<file path="src/rtl/sram_arb_pkg.sv">
// Purpose: shared types and constants for the SRAM arbiter (FSM states, owner codes, default widths).
// Latency: n/a (declarations only).
// Backpressure: n/a.
package sram_arb_pkg;

  localparam int ADDR_W_DEF = 19;
  localparam int DATA_W_DEF = 16;

  // Owner tag carried alongside a read so the returning data reaches the right client.
  localparam logic OWN_VID  = 1'b0;
  localparam logic OWN_HOST = 1'b1;

  typedef enum logic [1:0] {
    IDLE   = 2'd0,
    ACCESS = 2'd1,
    TURN   = 2'd2
  } state_e;

endpackage

</file>
<file path="src/rtl/sram_arb_return.sv">
// Purpose: read-return path; pipes owner tag + valid for two cycles, captures pad data and routes it.
// Latency: issue in cycle N -> rvalid/rdata registered for cycle N+2.
// Backpressure: none; returns are pulses, clients must accept them.
// Ports: clk_core_i/reset_i; issue_rd_i/issue_own_i mark a read granted this cycle;
//   sram_rdata_i is pad data during the access cycle; *_rvalid_o/*_rdata_o are the routed returns.
module sram_arb_return
  import sram_arb_pkg::*;
#(
  parameter int DATA_W = DATA_W_DEF
) (
  input  logic              clk_core_i,
  input  logic              reset_i,
  input  logic              issue_rd_i,
  input  logic              issue_own_i,
  input  logic [DATA_W-1:0] sram_rdata_i,
  output logic              vid_rvalid_o,
  output logic [DATA_W-1:0] vid_rdata_o,
  output logic              host_rvalid_o,
  output logic [DATA_W-1:0] host_rdata_o
);

  // Stage 1: the read is on the SRAM pins during this stage.
  logic              rd_vld_q, rd_vld_d;
  logic              rd_own_q, rd_own_d;
  // Stage 2: captured data presented to the owner.
  logic              vid_rvalid_q, vid_rvalid_d;
  logic              host_rvalid_q, host_rvalid_d;
  logic [DATA_W-1:0] vid_rdata_q, vid_rdata_d;
  logic [DATA_W-1:0] host_rdata_q, host_rdata_d;

  always_comb begin
    rd_vld_d      = issue_rd_i;
    rd_own_d      = issue_own_i;
    vid_rvalid_d  = rd_vld_q && (rd_own_q == OWN_VID);
    host_rvalid_d = rd_vld_q && (rd_own_q == OWN_HOST);
    // Data registers only load on their own valid so they hold between returns.
    vid_rdata_d   = vid_rvalid_d  ? sram_rdata_i : vid_rdata_q;
    host_rdata_d  = host_rvalid_d ? sram_rdata_i : host_rdata_q;
  end

  always_ff @(posedge clk_core_i) begin
    if (reset_i) begin
      rd_vld_q      <= 1'b0;
      rd_own_q      <= OWN_VID;
      vid_rvalid_q  <= 1'b0;
      host_rvalid_q <= 1'b0;
      vid_rdata_q   <= '0;
      host_rdata_q  <= '0;
    end else begin
      rd_vld_q      <= rd_vld_d;
      rd_own_q      <= rd_own_d;
      vid_rvalid_q  <= vid_rvalid_d;
      host_rvalid_q <= host_rvalid_d;
      vid_rdata_q   <= vid_rdata_d;
      host_rdata_q  <= host_rdata_d;
    end
  end

  assign vid_rvalid_o  = vid_rvalid_q;
  assign vid_rdata_o   = vid_rdata_q;
  assign host_rvalid_o = host_rvalid_q;
  assign host_rdata_o  = host_rdata_q;

endmodule

</file>
<file path="src/rtl/sram_arbiter.sv">
// Purpose: shares one async SRAM between video (read-only, priority) and host (read/write) with starvation guard.
// Latency: ack in N, SRAM access in N+1, read data returned in N+2; one access per cycle.
// Backpressure: requests are held until their ack; a write followed by a read costs one idle cycle.
// Ports: clk_core/reset; vid_req/vid_addr/vid_ack/vid_rvalid/vid_rdata (video client);
//   host_req/host_we/host_addr/host_wdata/host_ack/host_rvalid/host_rdata (host client);
//   sram_a/sram_wr/host_to_sram registered toward the pads, sram_to_host captured from the pads.
module sram_arbiter
  import sram_arb_pkg::*;
#(
  parameter int ADDR_W        = ADDR_W_DEF,
  parameter int DATA_W        = DATA_W_DEF,
  parameter int MAX_VID_RUN   = 4,
  parameter int WR_TURNAROUND = 1
) (
  input  logic              clk_core,
  input  logic              reset,
  input  logic              vid_req,
  input  logic [ADDR_W-1:0] vid_addr,
  output logic              vid_ack,
  output logic              vid_rvalid,
  output logic [DATA_W-1:0] vid_rdata,
  input  logic              host_req,
  input  logic              host_we,
  input  logic [ADDR_W-1:0] host_addr,
  input  logic [DATA_W-1:0] host_wdata,
  output logic              host_ack,
  output logic              host_rvalid,
  output logic [DATA_W-1:0] host_rdata,
  output logic [ADDR_W-1:0] sram_a,
  output logic              sram_wr,
  output logic [DATA_W-1:0] host_to_sram,
  input  logic [DATA_W-1:0] sram_to_host
);

  localparam int SW = (MAX_VID_RUN < 1) ? 1 : $clog2(MAX_VID_RUN + 1);
  localparam logic [SW-1:0] STARVE_MAX = SW'(MAX_VID_RUN);

  state_e            state_q, state_d;
  logic [SW-1:0]     starve_q, starve_d;
  logic [ADDR_W-1:0] sram_a_q, sram_a_d;
  logic              sram_wr_q, sram_wr_d;
  logic [DATA_W-1:0] host_to_sram_q, host_to_sram_d;

  logic win_vid, win_host, win_rd, defer;
  logic grant_vid, grant_host, grant_any;

  // Arbitration: video wins ties until host has watched MAX_VID_RUN video grants go by.
  always_comb begin
    win_vid  = 1'b0;
    win_host = 1'b0;
    if (vid_req && host_req) begin
      if (starve_q == STARVE_MAX) win_host = 1'b1;
      else                        win_vid  = 1'b1;
    end else begin
      win_vid  = vid_req;
      win_host = host_req;
    end
    win_rd = win_vid || (win_host && !host_we);
    // A read may not follow a write directly on the bus: hold the ack one cycle and
    // let TURN take the grant while the SRAM sits idle.
    defer = (WR_TURNAROUND == 1) && (state_q == ACCESS) && sram_wr_q && win_rd;
    grant_vid  = win_vid  && !defer && !reset;
    grant_host = win_host && !defer && !reset;
    grant_any  = grant_vid || grant_host;
  end

  // Next-state: TURN accepts a grant in its own cycle, so a write->read costs exactly one idle cycle.
  always_comb begin
    state_d = state_q;
    case (state_q)
      IDLE:    state_d = grant_any ? ACCESS : IDLE;
      ACCESS: begin
        if (grant_any)  state_d = ACCESS;
        else if (defer) state_d = TURN;
        else            state_d = IDLE;
      end
      TURN:    state_d = grant_any ? ACCESS : IDLE;
      default: state_d = IDLE;
    endcase
  end

  // Pad-side registers and starvation counter.
  always_comb begin
    sram_a_d       = sram_a_q;
    sram_wr_d      = 1'b0;
    host_to_sram_d = host_to_sram_q;
    starve_d       = starve_q;
    if (grant_vid) sram_a_d = vid_addr;
    if (grant_host) begin
      sram_a_d  = host_addr;
      sram_wr_d = host_we;
      if (host_we) host_to_sram_d = host_wdata;
    end
    if (!host_req || grant_host)                starve_d = '0;
    else if (grant_vid && starve_q != STARVE_MAX) starve_d = starve_q + 1'b1;
  end

  always_ff @(posedge clk_core) begin
    if (reset) begin
      state_q        <= IDLE;
      starve_q       <= '0;
      sram_a_q       <= '0;
      sram_wr_q      <= 1'b0;
      host_to_sram_q <= '0;
    end else begin
      state_q        <= state_d;
      starve_q       <= starve_d;
      sram_a_q       <= sram_a_d;
      sram_wr_q      <= sram_wr_d;
      host_to_sram_q <= host_to_sram_d;
    end
  end

  sram_arb_return #(
    .DATA_W(DATA_W)
  ) u_return (
    .clk_core_i   (clk_core),
    .reset_i      (reset),
    .issue_rd_i   (grant_vid || (grant_host && !host_we)),
    .issue_own_i  (grant_host ? OWN_HOST : OWN_VID),
    .sram_rdata_i (sram_to_host),
    .vid_rvalid_o (vid_rvalid),
    .vid_rdata_o  (vid_rdata),
    .host_rvalid_o(host_rvalid),
    .host_rdata_o (host_rdata)
  );

  assign vid_ack      = grant_vid;
  assign host_ack     = grant_host;
  assign sram_a       = sram_a_q;
  assign sram_wr      = sram_wr_q;
  assign host_to_sram = host_to_sram_q;

endmodule
</file>
<file path="config.mk">
export PLATFORM = sky130hd
export DESIGN_NAME = sram_arbiter
export DESIGN_NICKNAME = d
export VERILOG_FILES = /design/src/rtl/sram_arb_pkg.sv /design/src/rtl/sram_arb_return.sv /design/src/rtl/sram_arbiter.sv
export SDC_FILE = /design/constraint.sdc
export NUM_CORES = 1
export LEC_CHECK = 0
export CAP_MARGIN = 15
export CORE_AREA = 3 3 97 99
export CTS_BUF_LIST = sky130_fd_sc_hd__clkbuf_4 sky130_fd_sc_hd__clkbuf_8
export CTS_CLUSTER_SIZE = 20
export DETAILED_ROUTE_END_ITERATION = 10
export DIE_AREA = 0 0 100 102
export PLACE_DENSITY = 0.77
export REMOVE_ABC_BUFFERS = 1
export SETUP_SLACK_MARGIN = 0.05
export SLEW_MARGIN = 20
export SYNTH_ARGS = -nofsm -noshare
export SYNTH_HDL_FRONTEND = slang
export SYNTH_SLANG_ARGS = --single-unit
</file>
<file path="constraint.sdc">
create_clock -name clk_core -period 1.7 [get_ports clk_core]
set_input_delay 0.34 -clock clk_core [delete_from_list [all_inputs] [get_ports clk_core]]
set_output_delay 0.34 -clock clk_core [all_outputs]
set_load 0.005 [all_outputs]
</file>
==> impl_results.md, run 1 <==
* Layout area overhead at 68.8%
* # DRC at 0
* R2r endpoint: sram_a[1]
* Switching Share at 0.253
* Required time worst endpoint at 1.36 ns
* Final worst slack at -0.0961 ns
* Initial Utilization at 0.387
* Largest area contributor in the netlist: dfxtp_1
* # rows at 34
* Power share of the clock group at 0.368
* Vias in the first global route at 3566
* Share of the synthesized area in the top cell type at 0.462
* Die H at 102 um
* First-pass GRT wire length at 17900 um
* Sequential Area at 0.00155 mm2
* CP max-delay cell: or3_4
* FF+latch count, synth at 77
* Boundary Pins at 147
* Worst Setup EP: host_ack
* Cells along the critical path: inv_2 -> ha_4 -> a21boi_4 -> or3_4 -> inv_2 -> buf_6
* Setup Skew at 0.0137 ns
* RSZ-0062 raised after global routing: true
* H-tree Lvls at 3
* FILL cells at 721
* Clock Pin Slew Worst Setup and Hold Paths at 0.08 ns
* DRT iter0 DRCs at 302
* CP Max Fanout at 2
* Clk buf depth at 2
* Cell mode on critical path: inv_2
* Ant diodes at 0
* TritonCTS buffer count at 9
* Highest Clock Rate at 557 MHz
* Combinational power share at 0.169
* CTS root buf: clkbuf_8
* CTS hold repair buffers at 0
* Pwr dens at 741 mW/mm2
* Chip width at 100 um
* Internal power at 3120 uW
* Pin count of the biggest net entering global routing at 38
* Final ANT Viol Nets at 0
* Via count at 3724
* Crit share post-route at 1.06
* LEAKAGE at 0.00187 uW
* Synthesis Warnings at 0
* Top post-synthesis cells by area: dfxtp_1 46%, o31ai_1 8.3%, a21oi_1 7.5%
* Peak supply drop at 0.000470 V
* CP endpoint kind: output pin
* Slowest Stage Delay on Critical Path at 0.37 ns
* Final Hold Vio Count at 0
* Initial antenna violation count at 0
* Routability cong. at 0.828
* Hold crit path type: reg -> reg
* DR vias/cell at 5.77
* RR Startpoint: starve_q[1]
* Total grt overflow at 0
* CTS tree: done
* Final setup viols at 8
* Core area at 0.00864 mm2
* Share of cells above drive strength 1 at 0.196
* Setup TNS at -0.266 ns
* Final Max Tran Viols at 0
* Port Buffers at 146
* Failing checks: negative setup slack
* R2r worst-path depth at 9
* WS Path Type: reg -> out
* Synthesized area at 0.00334 mm2
* CP Data Arrival Time at 1.46 ns
* Register share of total power at 0.463
* CP startpoint: starve_q[1]
* CTS sink cnt at 77
* Total track usage at 0.218
* Initial DRT Pass Iterations at 5
* Place WS at -0.612 ns
* Number of different library cells in the post-synthesis netlist at 35
* Avg Inst Size Synth at 8.63 um2
* R2R setup slack at -0.04 ns
* Area of the multi-input gates at 0.00192 mm2
* DP HPWL at 7480 um
* Detailed Route WL at 11700 um
* Clk_lat worst skew at 0.34 ns
* Syn Inst Count at 387
* Psw at 1060 uW
* Maxcap violations at 0
* Slew headroom at 0.519
* Post-synthesis sequential area ratio at 0.462
* Die Footprint at 0.0102 mm2
* Measured slew at the worst slew-check pin at 0.722 ns
* Status: complete, but fails checks
* Fin crit period at 1.80 ns
* Crit start category: flop
* WL per Instance at 18.2 um
* Nets at 609
==> synthesized netlist by cell type, drive strengths merged <==
library cell and instances:
or3 1, nor3 2, a211oi 1, a21bo 1, nand2b 3, a31oi 1, nand4 37, nor4 19
o31ai 37, nand3b 1, nor2 2, a22oi 1, o21ai 2, and3b 1, inv 6, a221oi 1
nor4bb 1, a311oi 19, nor2b 3, and3 1, a21oi 50, buf 15, a21boi 1, dfxtp 77
ha 2, nor4b 1, nand3 2, and2 2, nand2 66, clkbuf 31
==> area by class of cell <==
type	count	area share
clock buffers	9	0.0220
well taps	108	0.0240
inverters	6	0.00400
repair buffers	180	0.318
clock inverters	7	0.0171
flip-flops and latches	77	0.275
multi-input cells	258	0.340
==> cell usage in the layout, fill, tap and decap left out, types with 3 or more instances in the layout <==
| cell type | netlist | layout |
|---|---|---|
| a21oi_1 | 50 | 50 |
| a311oi_1 | 9 | 8 |
| a311oi_2 | 10 | 11 |
| buf_4 | 0 | 26 |
| buf_6 | 3 | 5 |
| clkbuf_8 | 0 | 9 |
| clkdlybuf4s50_1 | 0 | 139 |
| dfxtp_1 | 77 | 72 |
| dfxtp_2 | 0 | 5 |
| dlygate4sd2_1 | 0 | 3 |
| inv_2 | 3 | 6 |
| nand2_1 | 66 | 66 |
| nand2b_1 | 3 | 3 |
| nand4_1 | 37 | 37 |
| nor4_1 | 19 | 19 |
| o31ai_1 | 37 | 17 |
| o31ai_4 | 0 | 18 |
==> stage by stage <==
step / util / std cells / area (um2) / hold slack (ns) / power, uW
after floorplan: - / 341 / 3140 / 0.408 / 2150
after global placement: 0.574 / 620 / 4960 / 0.442 / 2590
after detailed placement: 0.574 / 620 / 4960 / 0.446 / 2600
after CTS: 0.626 / 638 / 5400 / 0.457 / 4170
after global routing: 0.653 / 645 / 5640 / 0.483 / 4350
final: 0.653 / 645 / 5640 / 0.456 / 4180
==> metal layers <==
metal | GRT usage | share of wire | up-vias
met4 | 0.0622 | 0.0094 | 0
met2 | 0.380 | 0.51 | 157
met5 | 0 | 0 | -
li1 | - | - | 1741
met3 | 0.0396 | 0.074 | 12
met1 | 0.276 | 0.41 | 1814
==> cells by family (layout without fill, tap and decap cells) <==
logic type	Yosys count	count (layout)	synth area share
compound gates	114	114	0.244
flops	77	77	0.462
buf+inv	52	202	0.0675
simple gates	142	142	0.219
fa+ha+maj	2	2	0.00750
==> worst min-delay path by stage <==
stage	endpoint	start	cells past startpoint	slack (ns)
after floorplan	sram_a[10]	reset	1	0.41
after global placement	u_return.host_rdata_o[4]	u_return.host_rdata_o[4]	2	0.44
after detailed placement	u_return.host_rdata_o[3]	u_return.host_rdata_o[3]	2	0.45
after CTS	u_return.host_rdata_o[3]	u_return.host_rdata_o[3]	2	0.46
after global routing	u_return.host_rdata_o[9]	u_return.host_rdata_o[9]	2	0.48
final	u_return.host_rdata_o[3]	u_return.host_rdata_o[3]	2	0.46
==> critical path, delay by kind of cell (launching register included) <==
family          cells  cell delay, ns
flops               1            0.33
fa+ha+maj           1            0.15
compound gates      1            0.06
simple gates        1            0.37
buf+inv             3            0.21
==> sequential cells by signal (all words and copies together) (netlist names) <==
signal	count
sram_a	19
host_to_sram	16
u_return.host_rdata_o	16
u_return.vid_rdata_o	16
starve_q	3
state_q	2
sram_wr	1
u_return.host_rvalid_o	1
u_return.rd_own_q	1
u_return.rd_vld_q	1
u_return.vid_rvalid_o	1
==> power by group through the flow <==
stage / clock, uW / combinational (uW) / sequential, uW
global placement: 0 / 635 / 1960
floorplan: 0 / 186 / 1960
global route: 1650 / 753 / 1940
finish: 1540 / 706 / 1930
detailed placement: 0 / 646 / 1960
CTS: 1570 / 678 / 1930
==> timing repair <==
| item | in CTS | in global routing |
|---|---|---|
| pin swaps | 9 | 33 |
| endpoints found under the hold margin | 0 | 0 |
| resized for setup | 52 | 26 |
| gates cloned | 0 | 3 |
| setup buffers | 2 | 4 |
| endpoints found under the setup margin | 37 | 40 |
(Power assumes the default switching activity.)
==> run 2: changes to the inputs <==
--- a/config.mk
+++ b/config.mk
@@ -12,6 +12,7 @@
 export DETAILED_ROUTE_END_ITERATION = 10
 export DIE_AREA = 0 0 100 102
 export PLACE_DENSITY = 0.77
+export RECOVER_POWER = 25
 export REMOVE_ABC_BUFFERS = 1
 export SETUP_SLACK_MARGIN = 0.05
 export SLEW_MARGIN = 20
==> run 2 against run 1 <==
  * The run still ends with negative setup slack left
  * Final cell count is 0.16% higher
  * Register-to-register slack hardly changed
  * Total power hardly changed
  * Largest cell class unchanged
  * Clock skew hardly changed
  * Combinational power hardly changed
  * Count of clock-buffer cells in the layout stayed put
  * Core utilization is 0.12 points lower
  * Sequential cell count stayed put
  * Non-clock buffer count stayed put
  * Critical endpoint unchanged
==> impl_results.md, run 2 (synthesis gave the netlist of run 1 again) <==
* Routability cong. at 0.828
* R2r endpoint: sram_a[1]
* Highest metal used: met4
* Crit share post-route at 1.06
* # rows at 34
* Nets at 609
* Crit start category: flop
* Boundary Pins at 147
* CTS sink cnt at 77
* Failing checks: negative setup slack
* Initial Utilization at 0.387
* Core area at 0.00864 mm2
* # DRC at 0
* WS Path Type: reg -> out
* Slew headroom at 0.523
* CTS hold repair buffers at 0
* Total grt overflow at 0
* Chip width at 100 um
* CTS root buf: clkbuf_8
* Most frequent cells in the layout: 139 x clkdlybuf4s50_1, 72 x dfxtp_1, 66 x nand2_1
* Worst hold stages at 2
* LEAKAGE at 0.00185 uW
* Pwr Total at 4180 uW
* Hold Startpoint: u_return.host_rdata_o[3]
* Final setup viols at 8
* Port Buffers at 146
* Highest Clock Rate at 556 MHz
* RR Startpoint: starve_q[1]
* Final Core Density at 0.651
* Final Max Tran Viols at 0
* Required time worst endpoint at 1.36 ns
* RSZ-0062 raised after global routing: true
* Status: complete, but fails checks
* Measured slew at the worst slew-check pin at 0.715 ns
* Largest register FFs at 19
* Final worst slack at -0.0981 ns
* Final ANT Viol Nets at 0
* Detailed Route WL at 11700 um
* DR vias/cell at 5.77
* Clk buf depth at 2
* Cell mode on critical path: inv_2
* Final Hold Vio Count at 0
* Clk_lat worst skew at 0.34 ns
* Setup Skew at 0.0142 ns
* DP HPWL at 7480 um
* Vias in the first global route at 3566
* Routed wire length on met3 at 901 um
* CP delay by family, top: simple AND/OR/NAND/NOR gates
* Total track usage at 0.218
* CTS tree: done
* CP Data Arrival Time at 1.46 ns
* FILL cells at 725
* Peak supply drop at 0.000471 V
* Layout area overhead at 68.5%
* CP endpoint kind: output pin
* R2r worst-path depth at 9
* Cells along the critical path: inv_2 -> ha_4 -> a21boi_4 -> or3_4 -> inv_2 -> buf_6
* Clock Pin Slew Worst Setup and Hold Paths at 0.08 ns
* Hold path endpoint: u_return.host_rdata_o[3]
* DR WL met2 at 5940 um
* Hold crit path type: reg -> reg
* Initial antenna violation count at 0
* WL per Instance at 18.2 um
* First-pass GRT wire length at 17900 um
* Slowest Stage Delay on Critical Path at 0.37 ns
* Fin crit period at 1.80 ns
* Via count at 3728
* Wl on met1 at 4760 um
* Share of cells above drive strength 1 at 0.192
* Pwr dens at 743 mW/mm2
* H-tree Lvls at 3
* TritonCTS buffer count at 9
* Initial DRT Pass Iterations at 5
* Place WS at -0.612 ns
* Pin count of the biggest net entering global routing at 38
* Die H at 102 um
* Most common cell after layout, fill and taps aside: clkdlybuf4s50_1
* Maxcap violations at 0
* R2R setup slack at -0.05 ns
* Critical path buffer and inverter count at 3
* DRT iter0 DRCs at 254
* CP max-delay cell: or3_4
* CP Max Fanout at 2
* Die Footprint at 0.0102 mm2
[run 2: cell count changes in the layout (fill, tap and decap cells not counted), sizes merged]
| cell | previous run | this run |
|---|---|---|
| diode | 0 | 1 |
| clkdlybuf4s25 | 0 | 1 |
| dlymetal6s2s | 1 | 0 |
| buf | 35 | 31 |
| clkbuf | 11 | 15 |
[run 2: layout make-up]
| class | count | area (um2) | area share |
|---|---|---|---|
| well taps | 108 | 135 | 0.0240 |
| multi-input cells | 258 | 1920 | 0.341 |
| clock buffers | 9 | 124 | 0.0220 |
| diodes | 1 | 2.50 | 0.000445 |
| clock inverters | 7 | 96.3 | 0.0171 |
| flip-flops and latches | 77 | 1550 | 0.275 |
| repair buffers | 180 | 1780 | 0.316 |
| inverters | 6 | 22.5 | 0.00400 |
[run 2: worst max-delay path by stage]
stage                start  endpoint  slack [ns]  depth (start not counted)
6_report       starve_q[1]  host_ack        -0.1                          6
5_1_grt        starve_q[1]  host_ack       -0.16                          6
4_1_cts        starve_q[1]  host_ack       -0.10                          6
3_5_place_dp      host_req  host_ack       -0.61                          5
3_3_place_gp      host_req  host_ack       -0.62                          5
2_1_floorplan  starve_q[0]  host_ack       -2.30                          5
[run 2: worst min-delay path, stage by stage (launching register included)]
cell and delay, ns:
dfxtp_1 0.32, nand2_1 0.05, a21oi_1 0.05
[run 2: per-layer routing]
metal	vias to the layer above	GRT usage
met2	173	0.380
met3	16	0.0396
li1	1740	-
met4	0	0.0622
met1	1799	0.276
met5	-	0
[run 2: report_power, final]
| group | total, uW | internal, uW | switching (uW) |
|---|---|---|---|
| clock | 1540 | 835 | 709 |
| combinational | 703 | 404 | 299 |
| sequential | 1930 | 1880 | 55.0 |
[run 2: timing repair]
action	4_1_cts	5_1_grt
setup endpoints to repair	37	40
pin swaps	9	33
gates resized for setup	52	26
gates cloned	0	3
setup buffers	2	4
[run 2: stage by stage]
| step | std cells | hold WS, ns | instance area, um2 | TNS (ns) |
|---|---|---|---|---|
| finish | 646 | 0.457 | 5630 | -0.292 |
| floorplan | 341 | 0.408 | 3140 | -81.11 |
| global placement | 620 | 0.442 | 4960 | -8.21 |
| CTS | 638 | 0.457 | 5400 | -0.102 |
| detailed placement | 620 | 0.446 | 4960 | -9.20 |
| global route | 645 | 0.483 | 5620 | -1.76 |
==> variant (settings of run 2) <==
Change the parameter `MAX_VID_RUN` from 4 to 8.
--- a/src/rtl/sram_arbiter.sv
+++ b/src/rtl/sram_arbiter.sv
@@ -9,7 +9,7 @@
 #(
   parameter int ADDR_W        = ADDR_W_DEF,
   parameter int DATA_W        = DATA_W_DEF,
-  parameter int MAX_VID_RUN   = 4,
+  parameter int MAX_VID_RUN   = 8,
   parameter int WR_TURNAROUND = 1
 ) (
   input  logic              clk_core,
Function: changed (Yosys sat finds a counterexample within 10 cycles, from zero or initial values and one cycle with reset high).
==> variant against run 2 <==
- the run still ends with setup timing left
- clock power down 18%
- fmax decreased by 5.5%
- wire length decreased by 22%
- hold slack lost 0.021 ns
- cell area is 10% lower
- sequential cell count rose by 1
- critical path depth is 1 higher
- clock skew increased by 0.0050 ns
- setup slack worse by 0.11 ns
- area after synthesis shrank 6.7%
- critical path type unchanged
- via count decreased by 20%
- synthesized cell count is 9.3% lower
- combinational power fell by 13%
- power shrank 8.5%
==> variant: results (changes against run 2) <==
metric	value	unit	change
status	complete, but fails checks		
violations	setup timing		
clock_skew	0.0192	ns	+0.00499 ns
cts_setup_buffers	3		+1
dr.first_iter.drc_count	101		-60%
whs_path_depth	3		+1
p_leak	1.85	nW	about the same
synth.top_cells.by_area	dfxtp_1 (50%), nand2_1 (12%), a311oi_2 (8.2%), mux2i_1 (5.8%), a21oi_1 (5.1%)		
fin_nets	593		-2.6%
synth_compound_area_share	15.7	%	-8.7 points
grt_pass1_vias	3010		-16%
irDropWorstVdd	0.449	mV	-4.6%
hp-class	input pin to flip-flop		
use_met3	6.55	%	+2.6 points
synth-adder-area-share	0.804	%	+0.054 points
netlist_instances	351		-9.3%
ys_seq_area_share	50.2	%	+4.0 points
post_cts_resized	21		-60%
yosys.area_share.xor_xnor	0.563	%	+0.56 points
placed_area	4760	sq um	-4.0%
grt_usage	17.5	%	-4.3 points
worst_path_max_delay_cell	dfxtp_2		
globalplace.congestion	0.766		-7.4%
synth_commonest_cells	nand2_1 (103), dfxtp_1 (78), nor2_1 (42)		
synth.distinct_cells	37		+5.7%
wire_per_inst	14.6	microns	-20%
setup-violations-final	8		unchanged
drive_gt1_share	15.7	%	-3.4 points
grt_max_degree	58		+53%
drt-pass1-iter-count	4		-1
grt_pass1_wl	14200	microns	-21%
fin_ws	-0.203	ns	-0.105 ns
==> variant: report_power, final <==
group	switching, mW	leakage, nW	internal, mW
sequential	0.0402	0.637	1.90
clock	0.725	0.0842	0.548
combinational	0.238	1.12	0.374
==> variant: path summary, 6_finish.rpt <==
| kind | from | to | slack (ns) |
|---|---|---|---|
| max reg2reg | starve_q[0]$_SDFFE_PP0P_ | sram_a[3]$_SDFFE_PP0N_ | -0.02 |
| min | reset | sram_a[9]$_SDFFE_PP0N_ | 0.44 |
| min reg2reg | u_return.host_rdata_o[13]$_SDFFE_PP0P_ | u_return.host_rdata_o[13]$_SDFFE_PP0P_ | 0.46 |
| max | starve_q[0]$_SDFFE_PP0P_ | host_ack | -0.20 |
==> variant: layout make-up <==
cell class              count  area, sq um
multi-input cells         242         1410
clock buffers               9          124
clock inverters             7         56.3
flip-flops and latches     78         1570
well taps                 108          135
inverters                   7         26.3
fillers                   772         3580
repair buffers            178         1740
